**src/rtl/alu_op_sequencer.sv**
```systemverilog
// -----------------------------------------------------------------------------
// alu_op_sequencer
//
// Accepts one ALU command at a time, drives an external combinational ALU and
// returns the result through a valid/ready handshake. ADD/SUB/SLL/AND (and the
// illegal opcodes 5-7) take a single ALU pass. MUL is built from 16 add/shift
// iterations on the same ALU, so it always takes exactly 32 ALU cycles.
//
// Ports
//   clk, reset               : rising-edge clock, asynchronous active-high reset
//   Cmd_valid/Cmd_ready      : command handshake (ready only while idle)
//   Cmd_op, Cmd_A, Cmd_B     : opcode (0 ADD,1 SUB,2 SLL,3 AND,4 MUL) and operands
//   Res_valid/Res_ready      : result handshake
//   Res_data, Res_zero       : registered result and its zero flag
//   ALU_InA, ALU_InB, ALU_cont : drive to the external ALU (1111 = idle)
//   ALU_output, ALU_zero     : combinational ALU response
// -----------------------------------------------------------------------------
module alu_op_sequencer (
  input  logic        clk,
  input  logic        reset,
  input  logic        Cmd_valid,
  output logic        Cmd_ready,
  input  logic [2:0]  Cmd_op,
  input  logic [15:0] Cmd_A,
  input  logic [15:0] Cmd_B,
  output logic        Res_valid,
  input  logic        Res_ready,
  output logic [15:0] Res_data,
  output logic        Res_zero,
  output logic [15:0] ALU_InA,
  output logic [15:0] ALU_InB,
  output logic [3:0]  ALU_cont,
  input  logic [15:0] ALU_output,
  input  logic        ALU_zero
);

  localparam int DATA_W = 16;
  localparam logic [3:0] ALU_ADD  = 4'b0000;
  localparam logic [3:0] ALU_SLL  = 4'b0010;
  localparam logic [3:0] ALU_IDLE = 4'b1111;
  localparam logic [2:0] OP_MUL   = 3'd4;

  typedef enum logic [2:0] {IDLE, EXEC, MUL_ADD, MUL_SHL, DONE} state_t;

  state_t              state_q, state_d;
  logic [2:0]          op_q, op_d;
  // M/Q hold A/B for single-pass ops too, so no separate operand registers.
  logic [DATA_W-1:0]   p_q, p_d;
  logic [DATA_W-1:0]   m_q, m_d;
  logic [DATA_W-1:0]   q_q, q_d;
  logic [3:0]          cnt_q, cnt_d;
  logic [DATA_W-1:0]   res_data_q, res_data_d;
  logic                res_zero_q, res_zero_d;

  always_ff @(posedge clk or posedge reset) begin
    if (reset) begin
      state_q    <= IDLE;
      op_q       <= '0;
      p_q        <= '0;
      m_q        <= '0;
      q_q        <= '0;
      cnt_q      <= '0;
      res_data_q <= '0;
      res_zero_q <= 1'b0;
    end else begin
      state_q    <= state_d;
      op_q       <= op_d;
      p_q        <= p_d;
      m_q        <= m_d;
      q_q        <= q_d;
      cnt_q      <= cnt_d;
      res_data_q <= res_data_d;
      res_zero_q <= res_zero_d;
    end
  end

  always_comb begin
    state_d    = state_q;
    op_d       = op_q;
    p_d        = p_q;
    m_d        = m_q;
    q_d        = q_q;
    cnt_d      = cnt_q;
    res_data_d = res_data_q;
    res_zero_d = res_zero_q;
    ALU_cont   = ALU_IDLE;
    ALU_InA    = '0;
    ALU_InB    = '0;

    case (state_q)
      IDLE: begin
        if (Cmd_valid) begin
          op_d    = Cmd_op;
          m_d     = Cmd_A;
          q_d     = Cmd_B;
          p_d     = '0;
          cnt_d   = '0;
          state_d = (Cmd_op == OP_MUL) ? MUL_ADD : EXEC;
        end
      end
      EXEC: begin
        ALU_InA    = m_q;
        ALU_InB    = q_q;
        // Opcodes 5-7 all have bit 2 set; they run the idle function and yield 0.
        ALU_cont   = op_q[2] ? ALU_IDLE : {1'b0, op_q};
        res_data_d = ALU_output;
        res_zero_d = ALU_zero;
        state_d    = DONE;
      end
      MUL_ADD: begin
        ALU_cont = ALU_ADD;
        ALU_InA  = p_q;
        ALU_InB  = q_q[0] ? m_q : '0;
        p_d      = ALU_output;
        state_d  = MUL_SHL;
      end
      MUL_SHL: begin
        ALU_cont = ALU_SLL;
        ALU_InA  = 16'd1;
        ALU_InB  = m_q;
        m_d      = ALU_output;
        q_d      = q_q >> 1;
        cnt_d    = cnt_q + 4'd1;
        // P already holds the final sum after the 16th add step.
        if (cnt_q == 4'd15) begin
          res_data_d = p_q;
          res_zero_d = (p_q == '0);
          state_d    = DONE;
        end else begin
          state_d    = MUL_ADD;
        end
      end
      DONE: begin
        if (Res_ready) state_d = IDLE;
      end
      default: state_d = IDLE;
    endcase
  end

  assign Cmd_ready = (state_q == IDLE);
  assign Res_valid = (state_q == DONE);
  assign Res_data  = res_data_q;
  assign Res_zero  = res_zero_q;

endmodule

```
**config.mk**
```make
export PLATFORM = sky130hd
export DESIGN_NAME = alu_op_sequencer
export DESIGN_NICKNAME = d
export VERILOG_FILES = /design/src/rtl/alu_op_sequencer.sv
export SDC_FILE = /design/constraint.sdc
export NUM_CORES = 1
export LEC_CHECK = 0
export CAP_MARGIN = 20
export CORE_MARGIN = 5
export CORE_UTILIZATION = 43
export CTS_CLUSTER_SIZE = 14
export DETAILED_ROUTE_END_ITERATION = 10
export PLACE_DENSITY = 0.89
export SLEW_MARGIN = 0
export SYNTH_ARGS = -nofsm -noshare
export SYNTH_HDL_FRONTEND = slang
export SYNTH_SLANG_ARGS = --single-unit
```
**constraint.sdc**
```tcl
create_clock -name clk -period 2.5 [get_ports clk]
set_input_delay 0.75 -clock clk [delete_from_list [all_inputs] [get_ports clk]]
set_output_delay 0.75 -clock clk [all_outputs]
set_load 0.005 [all_outputs]
```
==> impl_metrics.ini, run 1 <==
[critical_path]
cp-end-kind = output port
cp-start-kind = flip-flop
rr_worst_depth = 6
cp_common_cell = buf_4
crit_slowest_cell = dfrtp_1
worstPathArrival_ps = 1750
r2r-end = q_q[5]$_DFFE_PP0P_
reg2reg_from = state_q[0]$_DFFE_PP0P_
cp_slowest_stage_delay_ps = 410
critPathMaxFanout = 6
crit_type = reg -> out
crit_required_ps = 1750
crit_chain = buf_6 > nor2_4 > buf_8 > buf_4 > buf_4 > a22o_1 > clkdlybuf4s15_2
r2r_slack_ps = 740

[placement]
dpl.cell_count = 647
gp_congestion = 0.9161
io_buffer_count = 110
detailed_place_hpwl_um = 8226
placed_area_um2 = 4974

[drt]
wl_per_cell_um = 17.96
wirelength_um = 12230
drc = 0
vias = 3837
via_per_inst = 5.634
ant_nets = 0
initialDrtViolationCount = 414
first_pass_iters = 5

[clocking]
clk_pin_slew_ps = 70
cts-buffers-inserted = 9
clk_path_buf_depth = 2
htreeDepth = 3
root_buffer = clkbuf_8
cts_sinks = 75
clock_latency_ps = 350
cts_tree = yes

[timing]
tightestPinTransition_ps = 417.9
post-route-period-util = 0.9999
rsz0062_at_grt = true
finalSetupViolCount = 0
slew_viol_final = 0
slew_headroom = 0.7214
timing.fmax_ghz = 0.4000
finalHoldViolations = 0
clock_skew_ps = 10.54
post-route-min-period_ps = 2500

[cells_and_area]
antennaDiodeCount = 0
stdcell_area_um2 = 5369
nNetsFinal = 625
finalNonFillerCells = 681
layout-drive-gt1-share = 0.1431
fillers = 699
area_growth_pct = 42.37

[worst_hold_path]
holdCritStartpoint = cnt_q[3]$_DFFE_PP0P_
whs_path_depth = 1
hold_class = reg -> reg
hold_end = cnt_q[3]$_DFFE_PP0P_

[floorplanning]
initial_core_util = 0.4367
die_area_um2 = 10740
ios = 111
die_x_um = 103.7
rows = 34
core_um2 = 8636
die_h_um = 103.7

[synthesis]
synth-seq-area-share = 0.4977
synth_top_area_frac = 0.4977
synth_area_leaders = dfrtp_1 50%, nand2_1 14%, a31oi_1 8.1%, a22o_1 7.2%, nor2_1 5.7%
syn_nets = 505
synth.most_common_cell = nand2_1
synth_commonest_cells = 144 x nand2_1, 75 x dfrtp_1, 57 x nor2_1
async_flop_share = 1.000
syn_avg_cell_area_um2 = 8.418
ys.warnings.count = 0
ys_ff_latch = 75
synth-main-ff-cell = dfrtp_1
synth_edf_count = 0
yosysTopAreaCell = dfrtp_1
syn-cell-area_um2 = 3771
ys_types = 32
syn_inst = 448

[outcome]
status = completed

[flow_run]
maxCapViolCount = 0

[global_routing]
grt_pass1_wl_um = 19840
first_global_vias = 3845
grt_max_degree = 76
antenna_found_initial = 0
grt.total_usage = 0.2265
grt.overflow.total = 0

[pwr]
peakVddDrop_v = 0.0006809
p_per_area_nw_per_um2 = 1359
p_leak_nw = 2.479
## flip-flops by register name, indices dropped and copies added (netlist names)
signal	count
Res_data	16
Res_zero	1
cnt_q	4
m_q	16
op_q	3
p_q	16
q_q	16
state_q	3
## metrics by stage
stage	hold slack [ps]	power (mW)	setup TNS, ps	util	worst slack, ps
2_1_floorplan	444.8	4.318	0	-	448.0
3_3_place_gp	465.1	6.018	0	0.5759	123.8
3_5_place_dp	477.2	6.163	0	0.5759	87.05
4_1_cts	482.2	7.287	-67.02	0.6230	-35.99
5_1_grt	520.8	7.815	-70.87	0.6217	-49.69
6_report	479.6	7.297	0	0.6217	0.2119
## final cells by class
cell class | instances | area (um^2) | area share
inverters | 2 | 11.26 | 0.002097
multi-input cells | 335 | 1720 | 0.3204
clock inverters | 5 | 100.1 | 0.01864
repair buffers | 145 | 1381 | 0.2573
flip-flops and latches | 75 | 1879 | 0.3500
well taps | 108 | 135.1 | 0.02517
clock buffers | 11 | 141.4 | 0.02633
## logic make-up (layout without fill, tap and decap cells)
logic type,after synthesis,after routing,share of synthesized area
and+or+nand+nor,222,222,0.2409
DFF,75,75,0.4977
buffers and inverters,38,163,0.05707
adders and majority gates,1,1,0.003317
AOI/OAI and AO/OA,112,112,0.2011
## timing repair
| action | CTS | global route |
|---|---|---|
| hold buffers | 0 | 0 |
| endpoints found under the hold margin | 0 | 0 |
| endpoints found under the setup margin | 37 | 24 |
| gates cloned | 3 | 0 |
| pin swaps | 7 | 5 |
| setup buffers | 13 | 3 |
| resized for setup | 94 | 19 |
## metal layers
metal  track usage  share of wire  routed length (um)  vias to the layer above
li1              -              -                   -                     1778
met1        0.2980           0.41                5046                     1759
met2        0.3456           0.45                5500                      248
met3       0.05037          0.092                1122                       52
met4        0.1249          0.046                 564                        0
met5             0              0                   0                        -
## power by group
| part | internal (mW) | total [mW] | switching, mW |
|---|---|---|---|
| combinational | 1.91 | 3.79 | 1.88 |
| sequential | 1.81 | 2.38 | 0.576 |
| clock | 0.687 | 1.12 | 0.434 |
| total | 4.40 | 7.30 | 2.89 |
## worst max-delay path: cells and delay by family, from the launching register on
family                 cells  cell delay (ps)
AOI/OAI and AO/OA          1              130
and+or+nand+nor            1              150
DFF                        1              410
buffers and inverters      5              710
## worst max-delay path by stage
stage / startpoint / end / slack [ps] / cells past startpoint
finish: state_q[2]$_DFFE_PP0P_ / ALU_InA[7] / 0.2 / 7
global route: state_q[2]$_DFFE_PP0P_ / ALU_InA[7] / -50 / 7
CTS: state_q[1]$_DFFE_PP0P_ / ALU_InA[10] / -40 / 7
detailed placement: state_q[1]$_DFFE_PP0P_ / ALU_InB[6] / 90 / 5
global placement: state_q[1]$_DFFE_PP0P_ / ALU_InA[12] / 120 / 5
floorplan: state_q[1]$_DFFE_PP0P_ / ALU_InB[0] / 450 / 5
## cell usage in the layout, fill, tap and decap left out, types with 4 or more instances in the layout
master and instances:
nand2_1 144, dfrtp_1 73, clkdlybuf4s50_1 72, nor2_1 54
a31oi_1 49, a22o_1 31, buf_4 22, o21ai_0 21
dlygate4sd2_1 17, buf_2 11, clkbuf_8 10, clkbuf_2 7
buf_8 4, buf_6 4
Note: power is estimated with default switching activity, not from simulation.
==> run 2, diff against run 1 <==
--- a/config.mk
+++ b/config.mk
@@ -5,7 +5,7 @@
 export SDC_FILE = /design/constraint.sdc
 export NUM_CORES = 1
 export LEC_CHECK = 0
-export CAP_MARGIN = 20
+export CAP_MARGIN = 40
 export CORE_MARGIN = 5
 export CORE_UTILIZATION = 43
 export CTS_CLUSTER_SIZE = 14
==> results of run 2 <==
Same layout as run 1: the final DEF is identical, and so are final timing and power.
